--- src/rtl/stac_pkg.sv ---
// Shared definitions for the STAC TAP driver: controller states, IR opcodes
// selecting the test data registers, and the lengths of those registers.
package stac_pkg;

    typedef enum logic [3:0] {
        RST_SEQ,
        IDLE,
        SEL_DR,
        SEL_IR,
        CAPTURE,
        SHIFT,
        EXIT1,
        UPDATE,
        RESP
    } stac_state_e;

    localparam int         IR_LEN      = 8;
    localparam logic [7:0] IR_SEL_TDR1 = 8'h11;
    localparam logic [7:0] IR_SEL_TDR2 = 8'h12;
    localparam int         TDR1_LEN    = 17;
    localparam int         TDR2_LEN    = 33;

    // Width of the scan length field and of the bit counter.
    localparam int         LEN_W       = 6;

endpackage

--- src/rtl/stac_shift_unit.sv ---
// Serial datapath of the TAP driver: holds the command bits, selects the WSI
// bit for the coming cycle, captures WSO and keeps the bit counter.
module stac_shift_unit
    import stac_pkg::*;
#(
    parameter int MAX_LEN = TDR2_LEN
) (
    input  logic               clk,
    input  logic               rst_n,
    input  logic               load,
    input  logic [LEN_W-1:0]   load_len,
    input  logic [MAX_LEN-1:0] load_data,
    input  logic               shift_en,
    input  logic               wso,
    output logic               wsi_next,
    output logic               last,
    output logic               last_next,
    output logic [MAX_LEN-1:0] capture
);
    localparam logic [LEN_W-1:0] MAX_LEN_W = LEN_W'(MAX_LEN);

    logic [LEN_W-1:0]   count;
    logic [LEN_W-1:0]   count_next;
    logic [LEN_W-1:0]   len_q;
    logic [MAX_LEN-1:0] data_q;

    // The counter only advances on shift cycles, so during shift cycle j it reads j.
    always_comb begin
        count_next = count;
        if (load) begin
            count_next = '0;
        end else if (shift_en) begin
            count_next = count + 1'b1;
        end
    end

    always_comb begin
        wsi_next  = 1'b0;
        if (count_next < MAX_LEN_W) begin
            wsi_next = data_q[count_next];
        end
        last      = (count == len_q - 1'b1);
        last_next = (count_next == len_q - 1'b1);
    end

    always_ff @(posedge clk or negedge rst_n) begin
        if (!rst_n) begin
            count   <= '0;
            len_q   <= '0;
            data_q  <= '0;
            capture <= '0;
        end else begin
            count <= count_next;
            if (load) begin
                len_q   <= load_len;
                data_q  <= load_data;
                capture <= '0;
            end else if (shift_en) begin
                capture[count] <= wso;
            end
        end
    end

endmodule

--- src/rtl/stac_tap_driver.sv ---
// STAC TAP driver: mirrors the STAC controller state and turns scan commands
// into registered TMS/WSI sequences, returning the captured WSO bits.
module stac_tap_driver
    import stac_pkg::*;
#(
    parameter int MAX_LEN    = TDR2_LEN,
    parameter int RST_CYCLES = 5
) (
    input  logic               TCLK,
    input  logic               TRESETN,
    input  logic               cmd_valid,
    output logic               cmd_ready,
    input  logic               cmd_is_ir,
    input  logic [LEN_W-1:0]   cmd_len,
    input  logic [MAX_LEN-1:0] cmd_data,
    output logic               rsp_valid,
    output logic               rsp_err,
    output logic [MAX_LEN-1:0] rsp_data,
    output logic               TMS,
    output logic               WSI,
    input  logic               WSO
);
    localparam logic [LEN_W-1:0] MAX_LEN_W = LEN_W'(MAX_LEN);
    localparam logic [7:0]       RST_LAST  = 8'(RST_CYCLES);

    stac_state_e        state;
    stac_state_e        state_next;
    logic [7:0]         rst_cnt;
    logic [7:0]         rst_cnt_next;
    logic               is_ir_q;
    logic               accept;
    logic               len_ok;
    logic               shift_en;
    logic               tms_next;
    logic               wsi_d;
    logic               wsi_next;
    logic               last;
    logic               last_next;
    logic [MAX_LEN-1:0] capture;

    assign len_ok = (cmd_len != '0) && (cmd_len <= MAX_LEN_W);

    stac_shift_unit #(
        .MAX_LEN (MAX_LEN)
    ) u_shift (
        .clk       (TCLK),
        .rst_n     (TRESETN),
        .load      (accept),
        .load_len  (cmd_len),
        .load_data (cmd_data),
        .shift_en  (shift_en),
        .wso       (WSO),
        .wsi_next  (wsi_next),
        .last      (last),
        .last_next (last_next),
        .capture   (capture)
    );

    // TMS/WSI are registered from the next state, so each lines up with the state it drives.
    always_ff @(posedge TCLK or negedge TRESETN) begin
        if (!TRESETN) begin
            state    <= RST_SEQ;
            rst_cnt  <= '0;
            is_ir_q  <= 1'b0;
            TMS      <= 1'b1;
            WSI      <= 1'b0;
            rsp_err  <= 1'b0;
            rsp_data <= '0;
        end else begin
            state   <= state_next;
            rst_cnt <= rst_cnt_next;
            TMS     <= tms_next;
            WSI     <= wsi_d;
            if (accept) begin
                is_ir_q <= cmd_is_ir;
            end
            // RESP is reached straight from IDLE only for a rejected command.
            if (state_next == RESP) begin
                rsp_err  <= (state == IDLE);
                rsp_data <= (state == IDLE) ? '0 : capture;
            end
        end
    end

    always_comb begin
        state_next   = state;
        rst_cnt_next = '0;
        unique case (state)
            RST_SEQ: begin
                if (rst_cnt == RST_LAST) begin
                    state_next = IDLE;
                end else begin
                    rst_cnt_next = rst_cnt + 1'b1;
                end
            end
            IDLE: begin
                if (cmd_valid) begin
                    state_next = len_ok ? SEL_DR : RESP;
                end
            end
            SEL_DR:  state_next = is_ir_q ? SEL_IR : CAPTURE;
            SEL_IR:  state_next = CAPTURE;
            CAPTURE: state_next = SHIFT;
            SHIFT: begin
                if (last) begin
                    state_next = EXIT1;
                end
            end
            EXIT1:   state_next = UPDATE;
            UPDATE:  state_next = RESP;
            RESP:    state_next = IDLE;
            default: state_next = RST_SEQ;
        endcase
    end

    always_comb begin
        cmd_ready = (state == IDLE);
        rsp_valid = (state == RESP);
        shift_en  = (state == SHIFT);
        accept    = cmd_valid && cmd_ready;
        tms_next  = 1'b0;
        wsi_d     = 1'b0;
        case (state_next)
            RST_SEQ:                      tms_next = (rst_cnt_next != RST_LAST);
            SEL_DR, SEL_IR, EXIT1, UPDATE: tms_next = 1'b1;
            SHIFT: begin
                tms_next = last_next;
                wsi_d    = wsi_next;
            end
            default:                      tms_next = 1'b0;
        endcase
    end

endmodule

--- config.mk ---
export PLATFORM = sky130hd
export DESIGN_NAME = stac_tap_driver
export DESIGN_NICKNAME = d
export VERILOG_FILES = /design/src/rtl/stac_pkg.sv /design/src/rtl/stac_shift_unit.sv /design/src/rtl/stac_tap_driver.sv
export SDC_FILE = /design/constraint.sdc
export NUM_CORES = 1
export LEC_CHECK = 0
export CAP_MARGIN = 30
export CORE_AREA = 2 2 103 205
export DETAILED_ROUTE_END_ITERATION = 8
export DIE_AREA = 0 0 105 207
export GPL_TIMING_DRIVEN = 0
export PLACE_DENSITY_LB_ADDON = 0.25
export SYNTH_ARGS = -nofsm -noshare
export SYNTH_HDL_FRONTEND = slang
export SYNTH_SLANG_ARGS = --single-unit
--- constraint.sdc ---
create_clock -name TCLK -period 2.8 [get_ports TCLK]
set_clock_uncertainty 0.15 [all_clocks]
set_input_delay 0.56 -clock TCLK [delete_from_list [all_inputs] [get_ports TCLK]]
set_output_delay 0.56 -clock TCLK [all_outputs]
set_load 0.02 [all_outputs]
Yosys cells after proc, flatten, opt, wreduce, memory -nomap -nowiden
Index checks and enable logic that the tools add are counted.
{"block": "op_classes", "addsub": 3, "order_cmp": 5, "n_eq_ne": 18, "n_mux": 21, "n_reduce_logical": 8}
{"operator": "2-to-1 mux 33 bit", "n": 3}
{"operator": "case mux 4 bit (9 select lines)", "n": 1}
{"operator": "bitwise mux 33 bit", "n": 1}
{"operator": "== test 4 x 3 -> 1 bit (second input constant)", "n": 7}
{"operator": "== test 4 x 2 -> 1 bit (second input constant)", "n": 4}
{"operator": "2-to-1 mux 4 bit", "n": 4}
{"operator": "2-to-1 mux 8 bit", "n": 2}
{"operator": "less-than comparator 6 x 7 -> 1 bit (second input constant)", "n": 2}
{"operator": "== test 6 bit", "n": 2}
{"operator": "2-to-1 mux 6 bit", "n": 2}
{"operator": "adder 8 x 1 -> 8 bit (second input constant)", "n": 1}
{"operator": "== test 4 bit (second input constant)", "n": 2}
{"operator": "== test 8 x 3 -> 1 bit (second input constant)", "n": 1}
{"operator": "logical NOT 4 bit", "n": 2}
{"operator": "inequality test 8 x 3 -> 1 bit (second input constant)", "n": 1}
{"operator": "adder 6 x 1 -> 6 bit (second input constant)", "n": 1}
{"operator": "binary-select mux 1 bit (select 6 bit)", "n": 1}
{"operator": "demux 1 bit (select 6 bit)", "n": 1}
{"operator": "greater-or-equal comparator 6 x 1 -> 1 bit (second input constant)", "n": 1}
{"operator": "<= comparator 6 bit (second input constant)", "n": 1}
{"operator": "less-than comparator 6 bit (second input constant)", "n": 1}
{"operator": "nonzero test 6 bit", "n": 1}
{"operator": "subtractor 6 x 1 -> 6 bit (second input constant)", "n": 1}
{"operator": "== test 4 x 1 -> 1 bit (second input constant)", "n": 1}
{"operator": "6 further kinds", "n": 11}
{"block": "totals", "reg_bits": 127}

Depth between registers and ports, before layout
Gate-level depths: netlist (run 1).
{"block": "depth", "depth_word": 8, "ltp_mapped": 13, "ltp_nobuf": 9}

Hierarchy
Synthesis (run 1) repeated with hierarchy kept, for this count alone.
{"block": "unflattened", "hier_cells": 613, "hier_area_um2": 6294.8}
{"module": "stac_shift_unit", "n_inst": 1, "cells_per_inst": 451, "area_each_um2": 4265.3}
{"module": "stac_tap_driver", "n_inst": 1, "cells_per_inst": 162, "area_each_um2": 2029.4}

Worst setup path before layout (run 1)
Ideal clock, no wire load.
{"block": "synth_timing", "kind": "flip-flop to flip-flop", "start": "register state[2]", "end": "register WSI", "setup_ps": 123, "arrival_ps": 2565, "t_required_ps": 2527, "path_slack_ps": -38, "stages_incl_launch_ff": 13, "path_buffers": 3, "period_less_slack_ps": 2838, "path_cell_list": "dfrtp_1 buf_2 and4bb_1 buf_6 xnor2_4 or2_1 buf_6 inv_8 mux4_1 mux2_2 a211oi_2 a311o_1 a211oi_2"}
{"block": "synth_via", "elab_chain_cells": 7, "word_cells_on_any_way": 22}
{"item": "from (decl)", "line_no": "stac_tap_driver.sv:26", "text": "stac_state_e state;"}
{"item": "from (signal assigned)", "line_no": "stac_tap_driver.sv:70", "text": "state <= state_next;"}
{"item": "== test 4 x 3 -> 1 bit or == test 4 x 1 -> 1 bit (tied branches)", "line_no": "stac_tap_driver.sv:119, stac_tap_driver.sv:117"}
{"item": "2-to-1 mux 6 bit or logical AND 1 bit (tied branches)", "line_no": "stac_shift_unit.sv:32, stac_tap_driver.sv:120"}
{"item": "2-to-1 mux 6 bit *", "line_no": "stac_shift_unit.sv:30", "text": "if (load) begin"}
{"item": "net u_shift.count_next[0]", "line_no": "stac_shift_unit.sv:23", "text": "logic [LEN_W-1:0] count_next;"}
{"item": "binary-select mux 1 bit (select 6 bit)", "line_no": "stac_shift_unit.sv:40", "text": "wsi_next = data_q[count_next];"}
{"item": "2-to-1 mux 1 bit (implied by the code)", "line_no": "stac_shift_unit.sv:40"}
{"item": "2-to-1 mux 1 bit *", "line_no": "stac_shift_unit.sv:39", "text": "if (count_next < MAX_LEN_W) begin"}
{"item": "2-to-1 mux 1 bit *", "line_no": "stac_tap_driver.sv:123", "text": "case (state_next)"}
{"item": "net wsi_d", "line_no": "stac_tap_driver.sv:35", "text": "logic wsi_d;"}
{"item": "to (signal assigned)", "line_no": "stac_tap_driver.sv:73", "text": "WSI <= wsi_d;"}
{"item": "to (decl)", "line_no": "stac_tap_driver.sv:20", "text": "output logic WSI,"}
The timed path passes the listed nets; every way through them passes the cells marked *. The select of a mux whose other input is x is not followed.
A chain may end at the register's enable or synchronous reset.

Worst setup path in the final report (run 1)
{"block": "layout_timing", "start": "register state[0]", "end": "register WSI"}
Same word-level chain as after synthesis.

==> impl_metrics.ini, run 1 <==
[global_routing]
track_usage_pct = 14.8
grt_pass1_wl_um = 25500
grt_start_max_net_pins = 88
antenna_found_initial = 0
grt.overflow.total = 0
grt_pass1_vias = 4877

[routing]
via_per_inst = 4.91
wire_per_inst_um = 16.3
dr_wl_met3_um = 718
first_iter_violations = 285
drtPass1Iterations = 6
drt-total-wl_um = 15400
drc = 0
routed-via-count = 4643
dr_wl_met2_um = 7860
drt-met1-wl_um = 6580
ant_nets = 0
top_layer = met4

[timing]
timing.final.crit_share_pct = 101
worst-slew-pin-transition_ps = 632
slew_viol_final = 0
setup_viol = 1
setup_ws_ps = -15.6
max_freq_mhz = 355
max_slew_margin_pct = 57.7
hold_viol = 0
tns_ps = -15.6
rsz0062_at_grt = yes
finalCriticalPeriod_ps = 2820

[logic_synthesis]
synthArstFlopShare_pct = 100
synth_largest_area_cell = dfrtp_1
synth_edf_count = 0
syn_area_um2 = 5950
synth-seq-cells = 127
syn_area_per_cell_um2 = 10.8
netlist.area_leader.share_pct = 53.0
ys_dominant_reg_cell = dfrtp_1
seq_area_frac_synth_pct = 53.4
syn_nets = 599
synth_cell_types = 55
yosys_warnings = 0
synth_area_leaders = dfrtp_1 53%, mux2_2 7.6%, a22o_1 4.9%
synthCells = 551

[critical_path]
endpoint_kind = flip-flop
cp_data_arrival_time_ps = 2960
r2r_cells = 10
worstSetupStartpoint = state[0]$_DFF_PN0_
start_kind = flip-flop
path_class = reg2reg
rrSetupSlack_ps = -20
r2r-end = WSI$_DFF_PN0_
cp.required_ps = 2940
reg2reg_from = state[0]$_DFF_PN0_
setup.worst_path.end = WSI$_DFF_PN0_
cp_max_fo = 6

[die]
ios = 82
rows = 74
initial_core_util_pct = 29.5
die_x_um = 105
fp.dieH_um = 207
dieArea_um2 = 21700
coreArea_um2 = 20200

[cells_and_area]
fin_nets = 715
syn2layout_area_growth_pct = 32.2
layout-drive-gt1-share_pct = 18.8
diodes = 0

[place]
dp_hpwl_um = 10700
port_buffers = 80
gp_congestion = 0.858
dpl_worst_slack_ps = -1160

[clock_tree]
cts_inserted_buffers = 17
htreeDepth = 4
cts_sinks = 127
clkTransAtPathRegs_ps = 60
insertion_delay_ps = 420
cts.path.max_buffers = 2
clockRootBuffer = clkbuf_16
tritoncts = done

[power_and_ir_drop]
clockPowerShare_pct = 26.2
p_sw_share_pct = 34.5
switching_power_uw = 2660
p_per_area_nw_per_um2 = 980
combPwrFrac_pct = 38.5
power.internal_uw = 5050
p_leak_uw = 0.00332
vdd_drop_max_uv = 410
p_seq_share_pct = 35.3
total_power_uw = 7710

[run_status]
status = finished, violations left
violations = negative setup slack

[worst_hold_path]
hold_depth = 1
hold_path_class = reg2reg

[job]
cap_violations = 0
## sequential cells by signal (all words and copies together) (netlist names)
name,flops
u_shift.len_q,6
u_shift.count,6
u_shift.capture,33
state,4
rst_cnt,8
is_ir_q,1
rsp_err,1
TMS,1
rsp_data,33
u_shift.data_q,33
WSI,1
## placed cells by master, fill, tap and decap left out, types with 3 or more instances in the layout
master,Yosys,layout
dlygate4sd2_1,0,3
o21ai_0,14,14
and3_1,7,6
clkdlybuf4s50_1,0,76
and2_1,4,3
nor3_1,10,10
inv_6,0,4
clkinv_2,0,5
xnor2_1,14,14
buf_6,4,4
clkbuf_1,28,22
nand3_1,29,29
nand4_1,16,16
clkbuf_16,0,17
a22o_1,33,33
xor2_1,12,11
clkbuf_2,0,5
a21oi_1,43,42
or3_1,5,5
nand2_1,67,66
clkinv_4,0,4
dfrtp_1,126,125
ha_1,4,4
nor2_1,25,24
mux2_2,40,39
nor4_1,4,3
buf_4,2,20
inv_1,10,10
mux2i_1,8,8
## stage by stage
stage                     cell area [um2]  util [%]  std cells  hold slack, ps
after floorplan                      5950         -        551             114
after global placement               7090      35.1        897             335
after detailed placement             7120      35.3        899             337
after CTS                            7790      38.6        943             353
after global routing                 7870      39.0        946             367
final                                7870      39.0        946             348
## critical path, stage by stage, from the launching register on
cell and delay (ps):
dfrtp_2 450, and4bb_1 220, buf_6 130, xnor2_4 120
or2_4 280, inv_8 70, mux4_2 480, mux2_4 290
a211oi_2 220, a311o_1 200, a211oi_2 80
## worst min-delay path by stage
stage,startpoint,endpoint,slack [ps]
floorplan,TRESETN,WSI$_DFF_PN0_,110
global placement,u_shift.data_q[4]$_DFFE_PN0P_,u_shift.data_q[4]$_DFFE_PN0P_,340
detailed placement,u_shift.capture[22]$_DFFE_PN0P_,rsp_data[22]$_DFFE_PN0N_,340
CTS,u_shift.data_q[4]$_DFFE_PN0P_,u_shift.data_q[4]$_DFFE_PN0P_,350
global route,u_shift.data_q[0]$_DFFE_PN0P_,u_shift.data_q[0]$_DFFE_PN0P_,370
finish,rsp_data[8]$_DFFE_PN0N_,rsp_data[8]$_DFFE_PN0N_,350
## synth_stat cells (3+ instances only)
cell / n
mux2i_1: 8
nor2_1: 25
nand2_1: 67
o21ai_0: 14
a22o_1: 33
clkbuf_1: 28
xnor2_1: 14
buf_6: 4
a21oi_1: 43
inv_1: 10
nor3_1: 10
nor4_1: 4
buf_1: 4
nand3_1: 29
mux2_2: 40
dfrtp_1: 126
and3_1: 7
xor2_1: 12
or3_1: 5
and2_1: 4
nand4_1: 16
ha_1: 4
buf_2: 3
## routing by layer
layer / vias up / global-route usage, %
met5: - / 0
met4: 0 / 5.52
met3: 20 / 3.08
met2: 133 / 25.1
met1: 2274 / 18.4
li1: 2216 / -
## final cells by class
type	count	area, um2
fill	2102	12300
clock buffer	20	457
clock inverter	12	86.3
sequential	127	3180
inverter	12	57.6
buffer	35	180
tap	266	333
timing repair buffer	103	1000
multi-input combinational	371	2570
## power by group through the flow
stage          clock network, uW  logic [uW]  registers (uW)
3_3_place_gp                   0        2680            2740
2_1_floorplan                  0        1790            2790
4_1_cts                     2070        2880            2720
6_report                    2020        2970            2720
5_1_grt                     2170        3220            2790
3_5_place_dp                   0        2720            2740
## kinds of logic (layout without fill, tap and decap cells)
kind of cell,after synthesis,count (layout),synth area share (%)
flip-flops,127,127,53.4
adder cells (fa/ha/maj),4,4,0.841
multiplexers,50,50,9.80
AND/OR/NAND/NOR,179,179,14.6
buffers and inverters,53,182,4.16
XOR/XNOR,27,27,4.29
AO/OA/AOI/OAI,111,111,12.9
## what timing repair did
| item | CTS | global route |
|---|---|---|
| resized for setup | 15 | 18 |
| pin swaps | 8 | 10 |
| setup endpoints to repair | 106 | 64 |
| buffers inserted | 13 | 7 |
| hold endpoints to repair | 40 | 0 |
| hold buffers | 1 | 0 |
No activity file was read; power rests on OpenSTA's default activity.
==> run 2: changes to the inputs <==
--- a/config.mk
+++ b/config.mk
@@ -7,10 +7,12 @@
 export LEC_CHECK = 0
 export CAP_MARGIN = 30
 export CORE_AREA = 2 2 103 205
+export CTS_CLUSTER_SIZE = 16
 export DETAILED_ROUTE_END_ITERATION = 8
 export DIE_AREA = 0 0 105 207
 export GPL_TIMING_DRIVEN = 0
 export PLACE_DENSITY_LB_ADDON = 0.25
+export SKIP_CTS_REPAIR_TIMING = 1
 export SYNTH_ARGS = -nofsm -noshare
 export SYNTH_HDL_FRONTEND = slang
 export SYNTH_SLANG_ARGS = --single-unit
==> impl_metrics.ini, run 2 (synthesis gave the netlist of run 1 again) <==
[critical_path]
cp_max_fo = 6
slowest_stage = mux4_2
path_delay_family = multiplexers
crit_top_cell = buf_6
r2r-end = WSI$_DFF_PN0_
cp_slowest_stage_delay_ps = 490
worstSetupStartpoint = state[1]$_DFF_PN0_
endpoint_kind = flip-flop
path_class = reg2reg
reg2reg_from = state[1]$_DFF_PN0_
cp.depth = 12
cp_data_arrival_time_ps = 3140
cp.required_ps = 2940
crit_buf_inv = 4
setup.worst_path.end = WSI$_DFF_PN0_
r2r_cells = 12
path_cells = buf_6, and4bb_1, buf_6, xnor2_4, or2_1, buf_6, inv_8, mux4_2, mux2_4, a211oi_2, a311o_1, a211oi_2
start_kind = flip-flop
rrSetupSlack_ps = -200

[place]
dp_hpwl_um = 10700
dpl.cell_count = 899
port_buffers = 80
gp_congestion = 0.858
dpl_cell_area_um2 = 7120

[cells_and_area]
fill_cells = 2099
syn2layout_area_growth_pct = 31.1
diodes = 0
reg_top3 = rsp_data x33, u_shift.capture x33, u_shift.data_q x33
design_area_um2 = 7800
layout_common_cells = 126 x dfrtp_1, 78 x clkdlybuf4s50_1, 67 x nand2_1, 42 x a21oi_1, 39 x mux2_2
layout-drive-gt1-share_pct = 17.9
stdcell_count = 943
mostFrequentLayoutCell = dfrtp_1
fin_nets = 712

[global_routing]
grt_start_max_net_pins = 88
grt_pass1_vias = 4791
track_usage_pct = 14.6
grt.overflow.total = 0
grt_pass1_wl_um = 25100
antenna_found_initial = 0

[worst_hold_path]
hold_path_class = reg2reg
hp-start = rsp_data[3]$_DFFE_PN0N_

[timing]
rsz0062_at_grt = yes
slew_viol_final = 0
worst-slew-pin-transition_ps = 625
finalCriticalPeriod_ps = 3000
max_freq_mhz = 333
hold_viol = 0
setup_viol = 3
hold_ws_ps = 348
max_slew_margin_pct = 58.2
tns_ps = -220
setup_ws_ps = -203
timing.final.crit_share_pct = 107

[run_status]
status = finished, violations left
violations = negative setup slack

[die]
initial_core_util_pct = 29.5
die_x_um = 105
dieArea_um2 = 21700
ios = 82
fp.dieH_um = 207
rows = 74
coreArea_um2 = 20200

[power_and_ir_drop]
total_power_uw = 7570
p_leak_uw = 0.00330
vdd_drop_max_uv = 408
p_per_area_nw_per_um2 = 971

[routing]
routed-via-count = 4550
via_per_inst = 4.83
drc = 0
drtPass1Iterations = 5
drt-total-wl_um = 15200
ant_nets = 0
first_iter_violations = 294
wire_per_inst_um = 16.1

[clock_tree]
tritoncts = done
clockRootBuffer = clkbuf_16
cts.path.max_buffers = 2
htreeDepth = 4
clkTransAtPathRegs_ps = 60
cts_sinks = 127
cts_inserted_buffers = 17
insertion_delay_ps = 410

[job]
cap_violations = 0
-- run 2: changes by cell type in the layout (fill, tap and decap cells not counted), sizes merged --
cell | before | now
dlygate4sd2 | 3 | 0
clkdlybuf4s50 | 76 | 78
dlymetal6s2s | 0 | 1
buf | 31 | 27
clkbuf | 47 | 48
-- run 2: per-layer routing --
layer  track usage, %  vias up  part of all wire [%]
li1                 -     2207                     -
met1             18.2     2208                    43
met2             24.7      113                    51
met3             3.08       22                   4.0
met4             5.29        0                   1.6
met5                0        -                     0
-- run 2: area by class of cell --
class	instances	area, um2	area share [%]
Sequential cell	127	3180	40.8
Tap cell	266	333	4.27
Inverter	12	55.1	0.706
Multi-Input combinational cell	371	2530	32.5
Clock inverter	12	86.3	1.11
Clock buffer	20	457	5.85
Buffer	39	210	2.69
Timing Repair Buffer	96	945	12.1
-- run 2: power by group --
| part | leakage (uW) | switching [uW] | total [uW] | internal (uW) |
|---|---|---|---|---|
| clock | 0.000275 | 842 | 2020 | 1180 |
| sequential | 0.00167 | 344 | 2710 | 2370 |
| combinational | 0.00135 | 1420 | 2840 | 1420 |
| total | 0.00330 | 2600 | 7570 | 4970 |
-- run 2: through the flow --
stage,setup slack [ps],util (%)
after global routing,-296,38.6
after global placement,-4230,35.1
after floorplan,29.8,-
after detailed placement,-1160,35.3
final,-203,38.6
after CTS,-734,38.0
-- run 2: worst min-delay path by stage --
stage	end	depth (start not counted)
2_1_floorplan	WSI$_DFF_PN0_	0
3_5_place_dp	rsp_data[22]$_DFFE_PN0N_	1
6_report	rsp_data[3]$_DFFE_PN0N_	1
5_1_grt	u_shift.data_q[0]$_DFFE_PN0P_	1
3_3_place_gp	u_shift.data_q[4]$_DFFE_PN0P_	1
4_1_cts	u_shift.data_q[29]$_DFFE_PN0P_	1
==> run 3: changes to the inputs <==
--- a/config.mk
+++ b/config.mk
@@ -6,10 +6,10 @@
 export NUM_CORES = 1
 export LEC_CHECK = 0
 export CAP_MARGIN = 30
-export CORE_AREA = 2 2 103 205
+export CORE_AREA = 2 2 144 146
 export CTS_CLUSTER_SIZE = 16
 export DETAILED_ROUTE_END_ITERATION = 8
-export DIE_AREA = 0 0 105 207
+export DIE_AREA = 0 0 146 148
 export GPL_TIMING_DRIVEN = 0
 export PLACE_DENSITY_LB_ADDON = 0.25
 export SKIP_CTS_REPAIR_TIMING = 1
==> constraint.sdc (replaced) <==
create_clock -name TCLK -period 3.11 [get_ports TCLK]
set_clock_uncertainty 0.15 [all_clocks]
set_input_delay 0.622 -clock TCLK [delete_from_list [all_inputs] [get_ports TCLK]]
set_output_delay 0.622 -clock TCLK [all_outputs]
set_load 0.02 [all_outputs]
==> impl_metrics.ini, run 3 (synthesis gave the netlist of run 1 again) <==
[run_status]
status = finished clean

[routing]
drtPass1Iterations = 5
drc = 0
routed-via-count = 4647
first_iter_violations = 338
via_per_inst = 4.94
ant_nets = 0
drt-total-wl_um = 15500
wire_per_inst_um = 16.5

[power_and_ir_drop]
vdd_drop_max_uv = 433
p_per_area_nw_per_um2 = 900
total_power_uw = 7050
p_leak_uw = 0.00326

[die]
fp.dieH_um = 148
dieArea_um2 = 21600
coreArea_um2 = 20000
initial_core_util_pct = 29.7
die_x_um = 146
rows = 52
ios = 82

[critical_path]
path_cells = buf_6, and4bb_1, buf_6, xnor2_4, or2_1, buf_6, inv_8, mux4_2, mux2_2, a211oi_2, a311o_1, a211oi_2
endpoint_kind = flip-flop
slowest_stage = mux4_2
cp_data_arrival_time_ps = 3130
cp_max_fo = 10
cp.required_ps = 3260
cp_slowest_stage_delay_ps = 490
path_class = reg2reg
crit_top_cell = buf_6
start_kind = flip-flop

[global_routing]
grt_start_max_net_pins = 89
grt_pass1_wl_um = 25400
track_usage_pct = 14.9
antenna_found_initial = 0
grt_pass1_vias = 4821
grt.overflow.total = 0

[timing]
hold_viol = 0
max_slew_margin_pct = 53.0
timing.final.crit_share_pct = 95.7
setup_viol = 0
finalCriticalPeriod_ps = 2980
tns_ps = 0
slew_viol_final = 0
worst-slew-pin-transition_ps = 704
setup_ws_ps = 132
max_freq_mhz = 336

[clock_tree]
htreeDepth = 4
tritoncts = done
clkTransAtPathRegs_ps = 60
cts_sinks = 127
cts.path.max_buffers = 2
insertion_delay_ps = 430
clockRootBuffer = clkbuf_16
cts_inserted_buffers = 17

[place]
gp_congestion = 0.811
dpl_worst_slack_ps = -926
dpl_cell_area_um2 = 7120
port_buffers = 80
dp_hpwl_um = 11100
dpl.cell_count = 903

[cells_and_area]
reg_top3 = rsp_data x33, u_shift.capture x33, u_shift.data_q x33
stdcell_count = 940
syn2layout_area_growth_pct = 31.6
layout-drive-gt1-share_pct = 15.7
fin_nets = 705
layout_common_cells = 126 x dfrtp_1, 78 x clkdlybuf4s50_1, 67 x nand2_1, 42 x a21oi_1, 40 x mux2_2
diodes = 0
design_area_um2 = 7830
mostFrequentLayoutCell = dfrtp_1
fill_cells = 2024

[job]
cap_violations = 0

[worst_hold_path]
hold_path_class = reg2reg
## run 3: layout make-up
class	count	area, um2	share of cell area [%]
tap	270	338	4.32
buffer	40	208	2.65
multi-input combinational	371	2530	32.3
timing repair buffer	88	887	11.3
clock buffer	21	480	6.14
sequential	127	3180	40.6
clock inverter	11	154	1.97
inverter	12	55.1	0.703
## run 3: per-stage QoR
stage                     utilization, %  hold slack (ps)
after floorplan                        -              176
after global routing                39.1              370
after global placement              35.4              331
final                               39.1              348
after CTS                           38.7            -38.9
after detailed placement            35.6              333
## run 3: power by group
part	internal, uW	switching, uW	total, uW	leakage (uW)
combinational	1220	1260	2480	0.00129
sequential	2130	323	2450	0.00167
clock	1350	762	2110	0.000306
## run 3: routing by layer
layer | GRT usage (%) | wire [um] | up-vias
li1 | - | - | 2198
met1 | 20.0 | 7190 | 2289
met2 | 23.5 | 7320 | 135
met3 | 3.30 | 689 | 25
met4 | 5.87 | 311 | 0
met5 | 0 | 0 | -
## run 3: final timing paths
check / end / slack [ps] / depth (start not counted) / start
worst min-delay path: rsp_data[23]$_DFFE_PN0N_ / 350 / 1 / rsp_data[23]$_DFFE_PN0N_
worst min register to register: rsp_data[23]$_DFFE_PN0N_ / 350 / 1 / rsp_data[23]$_DFFE_PN0N_
worst max register to register: WSI$_DFF_PN0_ / 130 / 12 / state[3]$_DFF_PN0_
worst max-delay path: WSI$_DFF_PN0_ / 130 / 12 / state[3]$_DFF_PN0_
min in group asynchronous: rsp_data[25]$_DFFE_PN0N_ / 520 / 2 / TRESETN
max in group asynchronous: u_shift.data_q[24]$_DFFE_PN0P_ / 1520 / 3 / TRESETN
## run 3: worst max-delay path, delay by kind of cell (launching register included)
kind | cells | cell delay (ps)
compound gates | 3 | 490
flops | 1 | 370
mux | 2 | 780
simple gates | 2 | 500
xor+xnor | 1 | 80
buf+inv | 4 | 480
